<file path="config.mk">
export PLATFORM = sky130hd
export DESIGN_NAME = sar_controller
export DESIGN_NICKNAME = d
export VERILOG_FILES = /design/src/rtl/adc_pkg.sv /design/src/rtl/sar_cmp_model.sv /design/src/rtl/sar_controller.sv
export SDC_FILE = /design/constraint.sdc
export NUM_CORES = 1
export LEC_CHECK = 0
export CAP_MARGIN = 10
export CORE_MARGIN = 5
export CORE_UTILIZATION = 35
export CTS_BUF_LIST = sky130_fd_sc_hd__clkbuf_8
export CTS_CLUSTER_SIZE = 16
export DETAILED_ROUTE_END_ITERATION = 8
export SLEW_MARGIN = 10
export SYNTH_ARGS = -nofsm -noshare
export SYNTH_HDL_FRONTEND = slang
export SYNTH_SLANG_ARGS = --single-unit
</file>
<file path="constraint.sdc">
create_clock -name clk -period 2.3 [get_ports clk]
set_input_delay 0.345 -clock clk [delete_from_list [all_inputs] [get_ports clk]]
set_output_delay 0.345 -clock clk [all_outputs]
set_load 0.1 [all_outputs]
</file>
<file path="src/rtl/adc_pkg.sv">
// Shared types and constants for the SAR ADC conversion path.
// Used by the sequencer and its comparator model.
package adc_pkg;

    typedef enum logic [1:0] {
        IDLE,
        TRACK,
        SETTLE,
        CONVERT
    } sar_state_t;

    localparam int SAR_SETTLE_CYC = 2;
    localparam int ADC_IN_W       = 16;
    localparam int ADC_U_W        = 17;

endpackage

</file>
<file path="src/rtl/sar_cmp_model.sv">
// Behavioural SAR DAC/comparator: decides trial <= u_s for the held value.
// Stands in for the analog comparator interface in silicon.
module sar_cmp_model
    import adc_pkg::*;
#(
    parameter int RES_BITS = 12
) (
    input  logic [ADC_IN_W-1:0] i_hold_p,
    input  logic [ADC_IN_W-1:0] i_hold_n,
    input  logic [RES_BITS-1:0] i_trial,
    output logic                o_keep
);

    localparam int SHIFT = ADC_U_W - RES_BITS;

    logic [ADC_U_W-1:0] w_u;

    assign w_u = {1'b0, i_hold_p} - {1'b0, i_hold_n} + ADC_U_W'(17'h10000);

    // trial <= u >> SHIFT is the same as (trial << SHIFT) <= u for integers
    assign o_keep = {i_trial, {SHIFT{1'b0}}} <= w_u;

endmodule

</file>
<file path="src/rtl/sar_controller.sv">
// Successive-approximation sequencer: S/H track window, settle, MSB-first
// resolve and a valid/ready result register with overrun reporting.
module sar_controller
    import adc_pkg::*;
#(
    parameter int RES_BITS = 12
) (
    input  logic                clk,
    input  logic                reset_n,
    input  logic                enable,
    input  logic                start,
    input  logic                cont,
    input  logic [3:0]          track_cycles,
    output logic                sample_en,
    input  logic [ADC_IN_W-1:0] hold_p,
    input  logic [ADC_IN_W-1:0] hold_n,
    output logic [RES_BITS-1:0] result,
    output logic                result_valid,
    input  logic                result_ready,
    output logic                busy,
    output logic                overrun
);

    localparam int BIT_W = $clog2(RES_BITS);

    sar_state_t          r_state;
    sar_state_t          w_nxt;
    logic [3:0]          r_cnt;
    logic [3:0]          w_cnt_nxt;
    logic [3:0]          w_track_len;
    logic [BIT_W-1:0]    r_bit;
    logic [BIT_W-1:0]    w_bit_nxt;
    logic [RES_BITS-1:0] r_sar;
    logic [RES_BITS-1:0] w_sar_nxt;
    logic [RES_BITS-1:0] w_trial;
    logic                w_keep;
    logic                w_load;

    logic                r_sample_en;
    logic                r_busy;
    logic                r_valid;
    logic                r_overrun;
    logic [RES_BITS-1:0] r_result;

    assign w_track_len = (track_cycles == 4'd0) ? 4'd1 : track_cycles;
    assign w_trial     = r_sar | (RES_BITS'(1) << r_bit);

    sar_cmp_model #(
        .RES_BITS(RES_BITS)
    ) u_cmp (
        .i_hold_p(hold_p),
        .i_hold_n(hold_n),
        .i_trial (w_trial),
        .o_keep  (w_keep)
    );

    always_comb begin
        w_nxt     = r_state;
        w_cnt_nxt = r_cnt;
        w_bit_nxt = r_bit;
        w_sar_nxt = r_sar;
        w_load    = 1'b0;
        unique case (r_state)
            IDLE: begin
                if (start || cont) begin
                    w_nxt     = TRACK;
                    w_cnt_nxt = w_track_len - 4'd1;
                end
            end
            TRACK: begin
                if (r_cnt == 4'd0) begin
                    w_nxt     = SETTLE;
                    w_cnt_nxt = 4'(SAR_SETTLE_CYC - 1);
                end else begin
                    w_cnt_nxt = r_cnt - 4'd1;
                end
            end
            SETTLE: begin
                if (r_cnt == 4'd0) begin
                    w_nxt     = CONVERT;
                    w_bit_nxt = BIT_W'(RES_BITS - 1);
                    w_sar_nxt = '0;
                end else begin
                    w_cnt_nxt = r_cnt - 4'd1;
                end
            end
            CONVERT: begin
                w_sar_nxt = w_keep ? w_trial : r_sar;
                if (r_bit == '0) begin
                    w_load = 1'b1;
                    if (cont) begin
                        w_nxt     = TRACK;
                        w_cnt_nxt = w_track_len - 4'd1;
                    end else begin
                        w_nxt = IDLE;
                    end
                end else begin
                    w_bit_nxt = r_bit - BIT_W'(1);
                end
            end
            default: w_nxt = IDLE;
        endcase
        // Disable wins over everything except the held result
        if (!enable) begin
            w_nxt     = IDLE;
            w_sar_nxt = '0;
            w_load    = 1'b0;
        end
    end

    always_ff @(posedge clk or negedge reset_n) begin
        if (!reset_n) begin
            r_state <= IDLE;
            r_cnt   <= '0;
            r_bit   <= '0;
            r_sar   <= '0;
        end else begin
            r_state <= w_nxt;
            r_cnt   <= w_cnt_nxt;
            r_bit   <= w_bit_nxt;
            r_sar   <= w_sar_nxt;
        end
    end

    always_ff @(posedge clk or negedge reset_n) begin
        if (!reset_n) begin
            r_sample_en <= 1'b0;
            r_busy      <= 1'b0;
            r_valid     <= 1'b0;
            r_overrun   <= 1'b0;
            r_result    <= '0;
        end else begin
            r_sample_en <= (w_nxt == TRACK);
            r_busy      <= (w_nxt != IDLE);
            r_overrun   <= w_load && r_valid && !result_ready;
            if (w_load) begin
                r_result <= w_sar_nxt;
            end
            if (!enable) begin
                r_valid <= 1'b0;
            end else if (w_load) begin
                r_valid <= 1'b1;
            end else if (r_valid && result_ready) begin
                r_valid <= 1'b0;
            end
        end
    end

    assign sample_en    = r_sample_en;
    assign busy         = r_busy;
    assign result_valid = r_valid;
    assign overrun      = r_overrun;
    assign result       = r_result;

endmodule

</file>
==> After elaboration in Yosys (flattened, before gate mapping) <==
Index checks and enable logic that the tools add are counted.
{ "totals": {"latch_bits": 0, "output_inout_bits": 16, "ram_bits": 0, "n_memories": 0, "romBits": 0, "input_bits": 42, "regBits": 38} }
{ "op_classes": {"n_div": 0, "n_reduce_logical": 13, "mux": 27, "eq_ne": 11, "order_cmp": 1, "n_bitwise": 1, "n_addsub": 5, "n_mul": 0, "shift": 1} }
{ "op_table": {"columns": ["cell", "n"], "rows": [
  ["2-to-1 mux 12 bit", 3],
  ["2-to-1 mux 4 bit", 8],
  ["case mux 12 bit (2 select lines)", 1],
  ["adder 17 bit (second input constant)", 1],
  ["less-or-equal comparator 17 bit", 1],
  ["subtractor 16 x 16 -> 17 bit", 1],
  ["case mux 4 bit (4 select lines)", 1],
  ["zero test 4 bit", 3],
  ["!= test 2 bit (second input constant)", 6],
  ["bitwise OR 12 bit", 1],
  ["left shift 1 x 4 -> 12 bit (first input constant)", 1],
  ["subtractor 4 x 1 -> 4 bit (second input constant)", 3],
  ["2-to-1 mux 2 bit", 5],
  ["case mux 2 bit (4 select lines)", 1],
  ["case mux 4 bit (2 select lines)", 1],
  ["2-to-1 mux 1 bit", 7],
  ["== test 2 x 1 -> 1 bit (second input constant)", 2],
  ["== test 2 bit (second input constant)", 2],
  ["AND reduction 4 bit", 1],
  ["nonzero test 2 bit", 2],
  ["logical AND 1 bit", 3],
  ["!= test 3 x 1 -> 1 bit (second input constant)", 1],
  ["AND reduction 3 bit", 1],
  ["zero test 2 bit", 1],
  ["other kinds (2)", 2]
]} }

==> Longest topological paths before layout <==
Gate-level depths: netlist of the first run.
{ "depth": {"word_depth": 6, "ltp_mapped": 17} }

==> By module <==
From an unflattened synthesis of the first run, not the netlist that was laid out.
{ "unflattened": {"hier_cells": 366, "area_unflattened_um2": 3194.3} }
{ "by_module_without_submodules": {"columns": ["mod", "area_per_inst_um2", "instances", "cells_per_inst"], "rows": [
  ["sar_controller", 2077.0, 1, 209],
  ["sar_cmp_model", 1117.3, 1, 157]
]} }

==> Worst setup path after synthesis of the first run <==
Ideal clock, no wire load.
{ "synth_path": {"kind": "input to register", "start": "input port hold_p[0]", "end": "register r_result[2] (netlist: result[2])", "arrival_time_ps": 3227, "path_slack_ps": -1017, "path_stages": 16, "path_cell_list": "inv_1 > ha_1 > fa_1 > nor2b_4 > o21ai_0 > nand3_1 > a41oi_1 > a31o_2 > o21a_1 > ha_1 > nand4_1 > nor3_1 > nand2_1 > o31a_1 > buf_6 > o31ai_4"} }
{ "synth_between": {"elab_chain_cells": 6} }
{ "synth_rtl": {"columns": ["element", "line", "text"], "rows": [
  ["from (decl)", "sar_controller.sv:15", "input logic [ADC_IN_W-1:0] hold_p,"],
  ["subtractor 16 x 16 -> 17 bit", "sar_cmp_model.sv:18", "assign w_u = {1'b0, i_hold_p} - {1'b0, i_hold_n} + ADC_U_W'(17'h10000);"],
  ["adder 17 bit", "sar_cmp_model.sv:18", null],
  ["less-or-equal comparator 17 bit", "sar_cmp_model.sv:21", "assign o_keep = {i_trial, {SHIFT{1'b0}}} <= w_u;"],
  ["2-to-1 mux 12 bit", "sar_controller.sv:88", "w_sar_nxt = w_keep ? w_trial : r_sar;"],
  ["case mux 12 bit (2 select lines)", "sar_controller.sv:63", "unique case (r_state)"],
  ["2-to-1 mux 12 bit", "sar_controller.sv:104", "if (!enable) begin"],
  ["to (signal assigned)", "sar_controller.sv:137", "r_result <= w_sar_nxt;"],
  ["to (decl)", "sar_controller.sv:43", "logic [RES_BITS-1:0] r_result;"]
]} }
Every way passes these cells.
A chain may end at the register's enable or synchronous reset.

==> Worst setup path in the final report of the first run <==
{ "layout_path": {"start": "input port hold_p[0]", "end": "register r_result[3] (netlist: result[3])"} }
Same word-level chain as after synthesis.

==> results.py, run 1 <==
metrics = {
    "finish": {
        "fin_util": 0.543,
        "diodes": 0,
        "syn_to_final_growth_pct": 52.5,
        "nets": 573,
        "layoutNonFillerInstCount": 599,
        "drive_gt1_frac": 0.352,
        "final_area_um2": 4720,
    },
    "critical_path": {
        "r2r_start": "r_bit[0]",
        "cp-end-kind": "flip-flop",
        "arrival_ns": 3.23,
        "cpPeakStageDelay_ns": 0.41,
        "critPathRequiredTime_ns": 2.52,
        "critPathSlowestCell": "fa_2",
        "rr_worst_depth": 11,
        "worstSetupPathDepth": 17,
        "crit_start": "hold_p[0]",
        "cp_max_fo": 6,
        "rrSetupSlack_ns": -0.24,
        "path_cells": "buf_8, inv_8, ha_4, fa_2, nor2b_4, o21ai_2, nand3_2, a41oi_2, a31o_2, o21a_1, ha_1, nand4_1, nor3_2, nand2_1, o31a_1, buf_6, o31ai_4",
        "r2r_end": "result[3]",
        "critPathLaunchType": "primary input",
        "cp_num_buf_inv": 3,
        "worstSetupEndpoint": "result[3]",
        "critical_path_class": "in -> reg",
        "path_delay_family": "compound AO/OA/AOI/OAI gates",
    },
    "die": {
        "io-pin-count": 58,
        "die_w_um": 104,
        "rows": 34,
        "core_area_um2": 8680,
        "die_h_um": 104,
        "die_area_um2": 10800,
        "start_util": 0.356,
    },
    "logic_synthesis": {
        "yosysWarnings": 0,
        "synth_area_leader_cell": "dfrtp_1",
        "synth-edff-count": 0,
        "ys_ff_latch": 38,
        "synth.avg_cell_area_um2": 8.40,
        "synth_top_flop_cell": "dfrtp_1",
        "ys_seq_area_frac": 0.307,
        "synth_area_leaders": "dfrtp_1, ha_1, nand2_1",
        "yosys.area.top_type_share": 0.307,
        "yosysUniqueCellTypes": 53,
        "synth_area_um2": 3090,
        "synth-async-reset-ratio": 1.00,
        "synth_cells": 368,
        "synth_nets": 451,
    },
    "clock_network": {
        "cts.path.max_buffers": 2,
        "insertion_delay_ns": 0.29,
        "root_buffer": "clkbuf_8",
        "cts_tree": "built",
        "htree_levels": 2,
        "hold_buffers": 0,
        "clock-sinks": 38,
        "numCtsBuffers": 5,
        "path_clk_slew_ns": 0.08,
    },
    "sta": {
        "fmax_mhz": 332,
        "rsz0062_at_grt": "true",
        "fin_hold_ws_ns": 0.167,
        "tns_ns": -10.50,
        "fin_worst_skew_ns": 0.00721,
        "setup_ws_ns": -0.710,
        "setup_violations": 16,
        "worst_pin_slew_ns": 0.902,
        "final_max_slew_viol_count": 0,
        "max_slew_margin": 0.396,
        "finalHoldViolations": 0,
        "fin_crit_sh": 1.31,
        "layout_min_cycle_time_ns": 3.01,
    },
    "placed_design": {
        "post_dp_cell_area_um2": 4240,
        "port_buffers": 57,
        "routabilityCongestion": 0.805,
        "dp.cells": 585,
        "dpl.hpwl_um": 6370,
    },
    "detailed_routing": {
        "top_layer": "met4",
        "wl_met1_um": 3790,
        "drtIter0Drc": 76,
        "totalWireLength_um": 8260,
        "wire_per_inst_um": 13.8,
        "viasPerCell": 5.07,
        "drc_errors": 0,
        "wl_met3_um": 293,
        "drtAntennaViolNets": 0,
        "routed-via-count": 3036,
        "wl_met2_um": 4050,
        "first_pass_iters": 4,
    },
    "run": {
        "maxCapViolCount": 0,
    },
    "pwr": {
        "peakVddDrop_mv": 0.375,
        "powerDensity_nw_per_um2": 615,
        "p_leak_nw": 2.33,
    },
    "run_status": {
        "run_status": "complete, but fails checks",
        "violations": "setup timing",
    },
    "global_routing": {
        "grt_pass1_wl_um": 14500,
        "grt_overflow": 0,
        "grt_max_degree": 39,
        "grt_pass1_vias": 3148,
        "antenna_found_initial": 0,
        "track_usage": 0.156,
    },
    "worst_hold_path": {
        "min_path_type": "in -> async",
    },
}
metrics by stage:
step	total power, mW	setup WS [ns]
2_1_floorplan	1.61	-0.726
3_3_place_gp	2.18	-1.45
3_5_place_dp	2.22	-1.52
4_1_cts	2.89	-0.649
5_1_grt	3.11	-0.842
6_report	2.90	-0.710
layer usage:
metal  up-vias  GRT usage
li1       1543          -
met1      1429      0.195
met2        54      0.272
met3        10     0.0267
met4         0     0.0453
met5         -          0
synth_stat cells (4+ instances only):
library cell	number
nand2_1	53
ha_1	40
dfrtp_1	38
inv_1	33
a21oi_1	29
o21ai_0	22
nor2_1	21
nand3_1	18
a21o_1	15
nor3_1	8
clkbuf_1	7
xnor2_1	7
xor2_1	6
a32o_1	5
nand2b_1	5
nor2b_1	5
nand4_1	4
o21ai_1	4
final cells by class:
cell class | count | area [um2]
timing repair buffer | 124 | 1020
clock buffer | 5 | 68.8
fill | 816 | 3960
sequential | 38 | 951
tap | 108 | 135
multi-input combinational | 288 | 2370
inverter | 33 | 131
clock inverter | 3 | 37.5
worst min path at each step:
stage	start	to	slack [ns]	cells after the start
finish	reset_n	r_cnt[0]	0.17	1
global route	reset_n	r_state[0]	0.23	1
CTS	reset_n	r_sar[1]	0.19	1
detailed placement	result[9]	result[9]	0.47	2
floorplan	reset_n	busy	0.05	0
global placement	result[6]	result[6]	0.47	2
placed cells by master, fill, tap and decap left out, drive strengths merged, types with 2 or more instances in the layout:
| master | instances |
|---|---|
| a211oi | 2 |
| a311o | 2 |
| a21o | 15 |
| mux2i | 3 |
| o22ai | 2 |
| o21a | 3 |
| o31ai | 4 |
| xnor2 | 7 |
| xor2 | 6 |
| nand4 | 4 |
| and3 | 2 |
| dlygate4sd2 | 10 |
| ha | 40 |
| a32o | 5 |
| buf | 87 |
| clkdlybuf4s50 | 16 |
| nand2 | 53 |
| clkdlybuf4s15 | 7 |
| nor3 | 8 |
| nor2b | 6 |
| o32a | 2 |
| nand3 | 19 |
| a21oi | 29 |
| dfrtp | 38 |
| nand2b | 5 |
| clkbuf | 8 |
| and2 | 3 |
| o21ai | 26 |
| inv | 35 |
| nor2 | 23 |
repair_timing:
action                                  4_1_cts  5_1_grt
buffers inserted                              5        2
resized for setup                           110       20
endpoints found under the setup margin       16       17
pin swaps                                    58       23
kinds of logic after synthesis:
group / after synthesis / share of synthesized area
AO/OA/AOI/OAI: 103 / 0.227
adder cells (fa/ha/maj): 41 / 0.168
buffers and inverters: 42 / 0.0538
XOR/XNOR: 13 / 0.0368
multiplexers: 4 / 0.0133
flip-flops: 38 / 0.307
AND/OR/NAND/NOR: 127 / 0.193
registers in the layout, indices dropped and copies added (netlist names):
| register | cells |
|---|---|
| r_state | 2 |
| r_bit | 4 |
| sample_en | 1 |
| r_sar | 12 |
| result | 12 |
| result_valid | 1 |
| busy | 1 |
| r_cnt | 4 |
| overrun | 1 |
where the power goes:
group / switching, mW / internal, mW
Combinational: 0.821 / 0.746
Clock: 0.247 / 0.316
Sequential: 0.0495 / 0.723
Total: 1.12 / 1.79
(Power assumes the default switching activity.)
==> run 2, diff against run 1 <==
==> constraint.sdc (replaced) <==
create_clock -name clk -period 2.3 [get_ports clk]
set_input_delay 0.23 -clock clk [delete_from_list [all_inputs] [get_ports clk]]
set_output_delay 0.23 -clock clk [all_outputs]
set_load 0.1 [all_outputs]
==> run 2 against run 1 <==
  * The run still ends with setup timing left
  * Non-clock buffer count is 3 higher
  * Count of clock-buffer cells in the layout is the same
  * First-iteration DRC count is 11% higher
  * Hold slack got worse by 0.12 ns
  * Sequential share of layout area shrank 0.14 points
  * Fmax grew 4.6%
  * Sequential power about the same
  * Clock power barely moved
  * Sequential cell count unchanged
  * Critical endpoint is now r_sar[4]
  * Highest routed layer unchanged
==> results.py, run 2 (synthesized netlist as in run 1, its figures left out) <==
metrics = {
    "run_status": {
        "run_status": "complete, but fails checks",
        "violations": "setup timing",
    },
    "critical_path": {
        "cp_num_buf_inv": 2,
        "worstSetupEndpoint": "r_sar[4]",
        "worstSetupPathDepth": 16,
        "rr_worst_depth": 12,
        "rrSetupSlack_ns": -0.15,
        "critPathLaunchType": "primary input",
        "critPathRequiredTime_ns": 2.47,
        "path_cells": "clkdlybuf4s15_1, ha_4, and3_4, and2_4, a221o_1, a21o_1, a21oi_2, xor2_1, ha_2, nand2_1, nor3_2, nand2_1, o211ai_1, buf_4, o31ai_4, a32o_1",
        "r2r_start": "r_bit[0]",
        "arrival_ns": 3.05,
        "critical_path_class": "in -> reg",
        "critPathSlowestCell": "ha_2",
        "cp_common_cell": "nand2_1",
        "cp_max_fo": 5,
        "cpPeakStageDelay_ns": 0.32,
        "cp-end-kind": "flip-flop",
        "crit_start": "hold_p[3]",
        "r2r_end": "r_sar[4]",
        "path_delay_family": "compound AO/OA/AOI/OAI gates",
    },
    "global_routing": {
        "grt_pass1_vias": 3130,
        "antenna_found_initial": 0,
        "use_met2": 0.272,
        "grt_max_degree": 39,
        "busiest_layer": "met2",
        "grt_overflow": 0,
        "track_usage": 0.154,
        "grt_use_met3": 0.0267,
        "grt_pass1_wl_um": 14400,
        "met1_usage": 0.194,
    },
    "finish": {
        "fillers": 803,
        "syn_to_final_growth_pct": 53.5,
        "drive_gt1_frac": 0.342,
        "diodes": 0,
        "layout_commonest_cell": "buf_4",
        "multi_input_area_um2": 2380,
        "most-common-layout-cells": "buf_4, nand2_1, dfrtp_1",
        "seq_area_um2": 951,
        "nets": 576,
    },
    "run": {
        "maxCapViolCount": 0,
    },
    "clock_network": {
        "insertion_delay_ns": 0.29,
        "cts_tree": "built",
        "clock-sinks": 38,
        "hold_buffers": 0,
        "numCtsBuffers": 5,
        "cts.path.max_buffers": 2,
        "htree_levels": 2,
        "root_buffer": "clkbuf_8",
        "path_clk_slew_ns": 0.07,
    },
    "sta": {
        "rsz0062_at_grt": "true",
        "worst_pin_slew_ns": 0.924,
        "layout_min_cycle_time_ns": 2.88,
        "setup_violations": 16,
        "fin_worst_skew_ns": 0.00826,
        "setup_ws_ns": -0.578,
        "final_max_slew_viol_count": 0,
        "fin_hold_ws_ns": 0.0501,
        "max_slew_margin": 0.382,
        "fmax_mhz": 347,
        "finalHoldViolations": 0,
        "fin_crit_sh": 1.25,
    },
    "detailed_routing": {
        "drtAntennaViolNets": 0,
        "totalWireLength_um": 8340,
        "routed-via-count": 3059,
        "drc_errors": 0,
        "viasPerCell": 5.08,
        "first_pass_iters": 6,
        "wire_per_inst_um": 13.9,
        "drtIter0Drc": 84,
    },
    "die": {
        "core_area_um2": 8680,
        "rows": 34,
        "io-pin-count": 58,
        "die_w_um": 104,
        "start_util": 0.356,
        "die_h_um": 104,
        "die_area_um2": 10800,
    },
    "placed_design": {
        "dpl.hpwl_um": 6380,
        "pre_cts_slack_ns": -1.41,
        "routabilityCongestion": 0.805,
        "port_buffers": 57,
    },
    "pwr": {
        "powerDensity_nw_per_um2": 611,
        "peakVddDrop_mv": 0.373,
        "p_leak_nw": 2.33,
    },
    "worst_hold_path": {
        "min_path_type": "in -> async",
    },
}
-- run 2: repair_timing --
action | 4_1_cts | 5_1_grt
pin swaps | 54 | 16
setup buffers | 7 | 3
setup endpoints to repair | 16 | 17
gates resized for setup | 102 | 21
endpoints found under the hold margin | 0 | 0
gates cloned | 0 | 0
-- run 2: metal layers --
metal	wire [um]	up-vias
met5	0	-
met4	66	0
met3	309	6
met2	4130	57
met1	3840	1444
li1	-	1552
-- run 2: where the power goes --
group          switching (mW)  total, mW  internal (mW)
logic                   0.818       1.57          0.747
clock network           0.247      0.563          0.316
registers              0.0485      0.771          0.723
-- run 2: worst min path at each step --
stage                  from  endpoint  slack, ns  depth (start not counted)
finish              reset_n  r_cnt[0]       0.05                          1
global placement    reset_n  r_cnt[0]       0.38                          1
global route        reset_n  r_bit[2]       0.12                          1
CTS                 reset_n  r_cnt[1]       0.08                          1
floorplan           reset_n      busy      -0.07                          0
detailed placement  reset_n  r_cnt[0]       0.40                          1
-- run 2: through the flow --
stage	std cells	util	instance area, um2	power, mW	TNS, ns
after floorplan	368	-	3160	1.61	-8.94
after global placement	585	0.488	4240	2.18	-20.77
after detailed placement	585	0.488	4240	2.22	-21.81
after CTS	599	0.538	4670	2.88	-8.38
after global routing	602	0.547	4750	3.11	-11.06
final	602	0.547	4750	2.90	-8.76
-- run 2: final cells by class --
type / instances / area share
Inverter: 33 / 0.0277
Tap cell: 108 / 0.0285
Timing Repair Buffer: 127 / 0.221
Clock buffer: 5 / 0.0145
Sequential cell: 38 / 0.200
Clock inverter: 3 / 0.00791
Multi-Input combinational cell: 288 / 0.501
==> run 3, diff against run 2 <==
- DONT_BUFFER_PORTS: not set -> 1
==> run 3 against run 2 <==
  * Combinational power decreased by 12%
  * Sequential share of layout area increased by 3.0 points
  * Sequential cell count unchanged
  * Largest power group unchanged
  * Fmax is 2.0% higher
  * Total power down 0.26%
  * Core utilization is 7.0 points lower
  * The run still ends with setup timing left
  * Cell count down 8.5%
  * Global-route usage shrank 1.3 points
  * Die area did not move
  * Non-clock buffer count is 51 lower
  * Hold slack gained 0.088 ns
  * Critical path depth is 1 higher
==> results.py, run 3 (synthesized netlist as in run 1, its figures left out) <==
metrics = {
    "run_status": {
        "run_status": "complete, but fails checks",
        "violations": "setup timing",
    },
    "die": {
        "die_w_um": 104,
        "die_h_um": 104,
        "rows": 34,
        "start_util": 0.356,
        "core_area_um2": 8680,
        "io-pin-count": 58,
        "die_area_um2": 10800,
    },
    "sta": {
        "fin_hold_ws_ns": 0.138,
        "setup_violations": 16,
        "fin_crit_sh": 1.23,
        "final_max_slew_viol_count": 0,
        "rsz0062_at_grt": "true",
        "finalHoldViolations": 0,
        "tns_ns": -8.03,
        "fin_worst_skew_ns": 0.0110,
        "worst_pin_slew_ns": 0.893,
        "setup_ws_ns": -0.520,
        "layout_min_cycle_time_ns": 2.82,
        "fmax_mhz": 355,
        "max_slew_margin": 0.402,
    },
    "global_routing": {
        "grt_overflow": 0,
        "antenna_found_initial": 0,
        "grt_pass1_vias": 2846,
        "track_usage": 0.142,
        "grt_max_degree": 39,
        "grt_pass1_wl_um": 13100,
    },
    "clock_network": {
        "path_clk_slew_ns": 0.08,
        "htree_levels": 2,
        "numCtsBuffers": 5,
        "root_buffer": "clkbuf_8",
        "cts_tree": "built",
        "insertion_delay_ns": 0.29,
        "clock-sinks": 38,
        "cts.path.max_buffers": 2,
    },
    "pwr": {
        "p_leak_nw": 2.10,
        "powerDensity_nw_per_um2": 699,
        "power_mw": 2.89,
        "peakVddDrop_mv": 0.308,
    },
    "worst_hold_path": {
        "hold_start": "result_ready",
        "min_path_type": "in -> reg",
        "hold_path_depth": 2,
        "whs_endpoint": "overrun",
    },
    "critical_path": {
        "cp_common_cell": "ha_4",
        "rrSetupSlack_ns": -0.28,
        "critPathRequiredTime_ns": 2.47,
        "cpPeakStageDelay_ns": 0.36,
        "rr_worst_depth": 12,
        "r2r_start": "r_bit[1]",
        "arrival_ns": 2.99,
        "worstSetupPathDepth": 17,
        "r2r_end": "result[2]",
        "critPathLaunchType": "primary input",
        "critPathSlowestCell": "fa_2",
        "path_delay_family": "compound AO/OA/AOI/OAI gates",
        "cp_num_buf_inv": 2,
        "path_cells": "inv_8, ha_4, fa_2, nor2b_4, o21ai_2, nand3_2, a41oi_2, a31o_2, o21a_1, ha_4, nand4_1, nor3_2, nand2_1, o211ai_1, o31a_1, buf_6, o21ai_1",
        "cp_max_fo": 5,
        "cp-end-kind": "flip-flop",
        "critical_path_class": "in -> reg",
    },
    "finish": {
        "layoutNonFillerInstCount": 551,
        "multi_input_area_um2": 2180,
        "layout_commonest_cell": "buf_4",
        "drive_gt1_frac": 0.287,
        "diodes": 0,
        "nets": 525,
        "fillers": 838,
        "final_area_um2": 4140,
        "syn_to_final_growth_pct": 33.8,
        "seq_area_um2": 951,
        "most-common-layout-cells": "buf_4, nand2_1, dfrtp_1",
    },
    "detailed_routing": {
        "routed-via-count": 2838,
        "drtIter0Drc": 94,
        "drtAntennaViolNets": 0,
        "wire_per_inst_um": 14.1,
        "first_pass_iters": 5,
        "totalWireLength_um": 7790,
        "viasPerCell": 5.15,
        "drc_errors": 0,
    },
    "placed_design": {
        "dpl.hpwl_um": 5970,
        "post_dp_cell_area_um2": 3800,
        "dp.cells": 538,
        "port_buffers": 0,
        "routabilityCongestion": 0.884,
    },
    "run": {
        "maxCapViolCount": 0,
    },
}
## run 3: layout make-up
type                       instances  area share
tap                              108      0.0327
timing repair buffer              76       0.145
multi-input combinational        288       0.526
clock inverter                     2      0.0145
inverter                          33      0.0318
clock buffer                       6      0.0200
sequential                        38       0.230
## run 3: report_power, final
group,switching (mW),internal (mW)
Combinational,0.730,0.649
Clock,0.244,0.463
Sequential,0.0840,0.722
Total,1.06,1.83
## run 3: worst max-delay path by stage
stage | startpoint | to
6_report | hold_p[0] | r_sar[0]
5_1_grt | hold_p[0] | r_sar[6]
4_1_cts | hold_p[0] | result[2]
3_5_place_dp | hold_n[9] | r_sar[0]
3_3_place_gp | hold_p[0] | result[3]
2_1_floorplan | hold_p[0] | result[2]
## run 3: worst reg2reg max path, delay by kind of cell, from the launching register on
| family | cells | cell delay [ns] |
|---|---|---|
| DFF | 1 | 0.40 |
| AOI/OAI and AO/OA | 6 | 0.99 |
| and+or+nand+nor | 1 | 0.08 |
| adders and majority gates | 2 | 0.57 |
| buffers and inverters | 3 | 0.45 |
## run 3: what timing repair did
item	4_1_cts	5_1_grt
pin swaps	16	13
setup buffers	3	0
hold buffers	2	0
endpoints found under the hold margin	38	0
gates resized for setup	12	20
setup endpoints to repair	16	16
## run 3: per-layer routing
layer  GRT usage  vias up  wire length, um
met2       0.245       63             3840
met4      0.0278        0               50
met1       0.181     1324             3500
li1            -     1447                -
met5           0        -                0
met3      0.0317        4              400
## run 3: metrics by stage
| stage | setup slack (ns) | utilization |
|---|---|---|
| finish | -0.520 | 0.477 |
| global route | -0.644 | 0.477 |
| CTS | -0.521 | 0.465 |
| detailed placement | -0.884 | 0.438 |
| global placement | -0.790 | 0.438 |
| floorplan | -0.611 | - |
